File: config.mk
export PLATFORM = sky130hd
export DESIGN_NAME = ram_word_uart_streamer
export DESIGN_NICKNAME = d
export VERILOG_FILES = /design/src/rtl/ram_word_uart_streamer.sv
export SDC_FILE = /design/constraint.sdc
export NUM_CORES = 1
export LEC_CHECK = 0
export CAP_MARGIN = 5
export CORE_MARGIN = 2
export CORE_UTILIZATION = 49
export DETAILED_ROUTE_END_ITERATION = 16
export GPL_TIMING_DRIVEN = 1
export HOLD_SLACK_MARGIN = 0.06
export PLACE_DENSITY = 0.87
export SETUP_SLACK_MARGIN = 0.5
export SLEW_MARGIN = 20
export SYNTH_ARGS = -nofsm -noshare
export SYNTH_HDL_FRONTEND = slang
export SYNTH_SLANG_ARGS = --single-unit
File: constraint.sdc
create_clock -name clk -period 2.85 [get_ports clk]
set_input_delay 0.4275 -clock clk [delete_from_list [all_inputs] [get_ports clk]]
set_output_delay 0.4275 -clock clk [all_outputs]
set_load 0.02 [all_outputs]
File: src/rtl/ram_word_uart_streamer.sv
// Reads an inclusive range of 32-bit RAM words and streams each one out of an 8N1 UART
// line, least-significant byte first. Pulses ok once the final stop bit has completed.
module ram_word_uart_streamer #(
  parameter int BAUD_DIV = 434,
  parameter int RD_LAT   = 1
) (
  input  logic        clk,
  input  logic        rst,
  input  logic        send_sig,
  input  logic [15:0] start_addr,
  input  logic [15:0] end_addr,
  output logic        read,
  output logic [15:0] addr,
  input  logic [31:0] data,
  output logic        rs232_tx,
  output logic        ok,
  output logic        busy
);

  typedef enum logic [2:0] {
    IDLE, RDREQ, RDWAIT, LOAD, TXBIT, NEXTBYTE, NEXTWORD, DONE
  } state_t;

  localparam logic [15:0] BAUD_LAST = 16'(BAUD_DIV - 1);
  localparam logic [1:0]  WAIT_LAST = (RD_LAT > 1) ? 2'(RD_LAT - 2) : 2'd0;

  state_t      r_state, w_next;
  logic [15:0] r_addr;
  logic [15:0] r_end;
  logic [23:0] r_word_hi;
  logic [1:0]  r_byte_idx;
  logic [9:0]  r_frame;
  logic [3:0]  r_bit_idx;
  logic [15:0] r_baud_cnt;
  logic [1:0]  r_wait_cnt;
  logic        w_bit_end;
  logic        w_frame_end;
  logic        w_last_byte;
  logic        w_last_word;

  assign w_bit_end   = (r_baud_cnt == 16'd0);
  assign w_frame_end = w_bit_end && (r_bit_idx == 4'd9);
  assign w_last_byte = (r_byte_idx == 2'd3);
  // Equal-or-past covers a reversed range and stops at FFFF before any wrap.
  assign w_last_word = (r_addr >= r_end);

  always_ff @(posedge clk) begin
    if (rst) r_state <= IDLE;
    else     r_state <= w_next;
  end

  // Bytes of one word run back to back: the next frame is loaded on the last stop-bit
  // cycle. Only a word boundary visits NEXTBYTE/NEXTWORD, and the final word goes
  // straight to DONE so ok lands on the first cycle after its last stop bit.
  always_comb begin
    // NOTE: default assigned first so every path drives w_next and no latch is inferred.
    w_next = r_state;
    case (r_state)
      IDLE:     if (send_sig) w_next = RDREQ;
      RDREQ:    w_next = (RD_LAT > 1) ? RDWAIT : LOAD;
      RDWAIT:   if (r_wait_cnt == 2'd0) w_next = LOAD;
      LOAD:     w_next = TXBIT;
      TXBIT:    if (w_frame_end && w_last_byte) w_next = w_last_word ? DONE : NEXTBYTE;
      NEXTBYTE: w_next = NEXTWORD;
      NEXTWORD: w_next = w_last_word ? DONE : RDREQ;
      DONE:     w_next = IDLE;
      default:  w_next = IDLE;
    endcase
  end

  always_ff @(posedge clk) begin
    if (rst) begin
      r_addr     <= '0;
      r_end      <= '0;
      r_word_hi  <= '0;
      r_byte_idx <= '0;
      r_frame    <= '1;
      r_bit_idx  <= '0;
      r_baud_cnt <= '0;
      r_wait_cnt <= '0;
    end else begin
      // NOTE: non-blocking so every register samples pre-edge values, like real flops.
      case (r_state)
        IDLE: begin
          if (send_sig) begin
            r_addr <= start_addr;
            r_end  <= end_addr;
          end
        end
        RDREQ:  r_wait_cnt <= WAIT_LAST;
        RDWAIT: r_wait_cnt <= r_wait_cnt - 2'd1;
        LOAD: begin
          r_word_hi  <= data[31:8];
          r_byte_idx <= 2'd0;
          r_frame    <= {1'b1, data[7:0], 1'b0};
          r_bit_idx  <= 4'd0;
          r_baud_cnt <= BAUD_LAST;
        end
        TXBIT: begin
          if (w_bit_end) begin
            r_baud_cnt <= BAUD_LAST;
            if (r_bit_idx == 4'd9) begin
              if (!w_last_byte) begin
                r_byte_idx <= r_byte_idx + 2'd1;
                r_frame    <= {1'b1, r_word_hi[7:0], 1'b0};
                r_word_hi  <= {8'h00, r_word_hi[23:8]};
                r_bit_idx  <= 4'd0;
              end
            end else begin
              r_frame   <= {1'b1, r_frame[9:1]};
              r_bit_idx <= r_bit_idx + 4'd1;
            end
          end else begin
            r_baud_cnt <= r_baud_cnt - 16'd1;
          end
        end
        NEXTWORD: if (!w_last_word) r_addr <= r_addr + 16'd1;
        default: ;
      endcase
    end
  end

  // Bit 0 of the frame register is the line itself, refilled with ones as it shifts.
  assign rs232_tx = r_frame[0];
  assign addr     = r_addr;
  assign read     = (r_state == RDREQ);
  assign ok       = (r_state == DONE);
  assign busy     = (r_state != IDLE);

endmodule

==> impl_metrics.csv <==
group,metric,value,unit
outcome,run_status,"completed",
synth,syn-cell-area,4860,µm²
routing,ant_nets,0,
critical_path,endpoint,"addr[8]",
critical_path,worstPathMaxFanout,7,
grt,grt_pass1_wl,21100,µm
flow_run,cap_violations,0,
critical_path,worstPathArrival,2.57,ns
routing,dr_total_vias,4763,
synth,ys_seq_area_frac,0.379,
timing,finalHoldViolations,0,
critical_path,r2r_start,"addr[1]",
synth,synth_edf_count,0,
cts,root_buffer,"clkbuf_8",
cts,holdBufCountCts,0,
critical_path,path_class,"reg -> reg",
cts,cts.path.max_buffers,2,
timing,period_needed,2.29,ns
synth,synthFlopType,"dfxtp_1",
timing,slew_headroom,0.574,
die,dieArea,10700,µm²
cts,numClockSinks,92,
layout,multi_input_area,2790,µm²
synth,syn_area_per_cell,7.95,µm²
timing,worstMarginPinSlew,0.633,ns
power,fin_total_pwr,5.31,mW
critical_path,reg2reg_to,"addr[8]",
timing,fin_crit_sh,0.804,
die,io-pin-count,87,
placed_design,portBuffers,86,
critical_path,rr_worst_depth,7,
critical_path,r2r_slack,0.56,ns
cts,cts.clk_slew.worst_paths,0.10,ns
cts,h-tree-depth,3,
power,p_per_area,871,nW/µm²
timing,clock_skew,0.0159,ns
layout,fillerInstances,797,
grt,antenna_found_initial,0,
routing,remaining_drc_errors,0,
timing,maxSlewViolCount,0,
die,dieWidth,104,µm
power,leakage,2.25,nW
critical_path,critPathLaunchType,"flip-flop",
routing,drtIter0Drc,326,
die,start_util,0.502,
die,num_rows,36,
synth,synth_top_area_frac,0.379,
cts,clock_latency,0.38,ns
die,fp.dieH,104,µm
routing,dr.pass1.iters,5,
routing,wl_per_cell,15.3,µm
critical_path,setup.worst_path.start,"addr[1]",
cts,cts_buffers,9,
placed_design,routabilityCongestion,0.870,
routing,postRouteWirelength,12600,µm
timing,setup_violations,0,
critical_path,crit_path_end_kind,"flip-flop",
synth,syn_inst,611,
layout,final_nets,775,
critical_path,worst_ep_required_time,3.12,ns
timing,fin_tns_setup,0,ns
grt,grt_usage,0.234,
placed_design,hpwl,9000,µm
die,core,9680,µm²
grt,grt_pass1_vias,4614,
synth,ys_async_sr_fraction,0,
layout,drive_above_1_share,0.0797,
timing,rsz0062_at_grt,"true",
power,vdd_ir_drop_max,0.547,mV
min_path,holdCritPathClass,"reg -> reg",
layout,area_growth,25.5,%
grt,grt_max_degree,44,
cts,cts_tree,"built",
layout,diodes,0,
synth,synth_warnings,0,
grt,grt.overflow.total,0,
synth,synth_area_leaders,"dfxtp_1, nand2_1, a311oi_1",
routing,routed_via_density,5.79,
timing,max_freq,0.436,GHz
synth,synth_top_area_cell,"dfxtp_1",
layout,regArea,1850,µm²
synth,synth_cell_types,56,
synth,syn_nets,701,
synth,ys_ff_latch,92,
-- final cells by class --
class | instances | area share
well taps | 133 | 0.0273
multi-input cells | 453 | 0.457
inverters | 28 | 0.0172
clock inverters | 6 | 0.0131
clock buffers | 10 | 0.0226
repair buffers | 101 | 0.159
flip-flops and latches | 92 | 0.303
-- per-layer routing --
metal / track usage / wire (µm) / vias up
met5: 0 / 0 / -
met4: 0.0946 / 214 / 0
met3: 0.0371 / 671 / 22
met2: 0.408 / 6370 / 163
met1: 0.290 / 5380 / 2242
li1: - / - / 2336
-- placed cells by master, fill, tap and decap left out, types with 14 or more instances in the layout --
cell and count:
a21oi_1 51, ha_1 23, inv_1 28, clkdlybuf4s50_1 84, nand3_1 21, o21ai_0 20
buf_4 14, nand2_1 111, a311oi_1 34, dfxtp_1 88, nor2_1 53, nor3_1 17
-- flip-flops by register name, summed over array words and instances, names as in the netlist --
register    cells
addr           16
r_baud_cnt     16
r_state         3
r_word_hi      24
r_byte_idx      2
r_end          16
r_wait_cnt      2
r_frame         9
r_bit_idx       4
-- worst min path at each step --
stage               startpoint         end  slack (ns)  cells past startpoint
finish                r_end[5]    r_end[5]        0.46                      2
global route          r_end[7]    r_end[7]        0.49                      2
CTS                   r_end[5]    r_end[5]        0.46                      2
detailed placement    r_end[5]    r_end[5]        0.45                      2
global placement    r_frame[4]  r_frame[4]        0.44                      1
floorplan           r_frame[1]  r_frame[1]        0.44                      1
-- power breakdown --
group	total (mW)	switching, mW	internal, mW	leakage [nW]
clock	0.940	0.496	0.444	0.106
combinational	2.48	1.42	1.05	1.39
sequential	1.89	0.302	1.59	0.751
-- metrics by stage --
step / instances / setup slack [ns] / instance area (µm²) / hold slack (ns) / utilization
2_1_floorplan: 611 / 0.579 / 4860 / 0.435 / -
3_3_place_gp: 806 / 0.521 / 5810 / 0.443 / 0.600
3_5_place_dp: 806 / 0.442 / 5810 / 0.448 / 0.600
4_1_cts: 822 / 0.495 / 6030 / 0.462 / 0.623
5_1_grt: 823 / 0.452 / 6100 / 0.489 / 0.630
6_report: 823 / 0.558 / 6100 / 0.463 / 0.630
-- Yosys cell counts (4+ instances only) --
cell type	instances
a21oi_1	51
a22o_1	8
nand4_1	5
buf_4	4
nand3_1	21
ha_1	23
buf_2	7
nor2_1	53
nor2b_1	6
clkbuf_1	25
dfxtp_1	92
nor4_1	7
or3_1	4
a31oi_1	4
and2_1	5
a311oi_1	34
nor3_1	18
nand2_1	111
a211o_1	10
o21ai_0	20
inv_1	28
o31ai_1	8
nand2b_1	6
nand3b_1	5
mux2i_1	10
-- critical path, cell delays in order (launching register included) --
cell and delay [ns]:
dfxtp_2 0.36, ha_1 0.31, nor2b_1 0.14, o211a_1 0.23
o311ai_4 0.27, nand3_1 0.30, and3b_1 0.27, a2111oi_2 0.31
-- cell families (layout without fill, tap and decap cells) --
logic type / Yosys count / count (layout) / synth area share
simple gates: 260 / 260 / 0.251
compound gates: 156 / 156 / 0.225
flops: 92 / 92 / 0.379
buf+inv: 66 / 145 / 0.0574
fa+ha+maj: 23 / 23 / 0.0592
mux: 11 / 11 / 0.0229
xor+xnor: 3 / 3 / 0.00541
-- what timing repair did --
item / in CTS / in global routing
endpoints found under the setup margin: 13 / 47
gates resized for setup: 4 / 13
cloned: 0 / 0
buffers inserted: 0 / 1
pin swaps: 0 / 3
No activity file was read; power rests on OpenSTA's default activity.
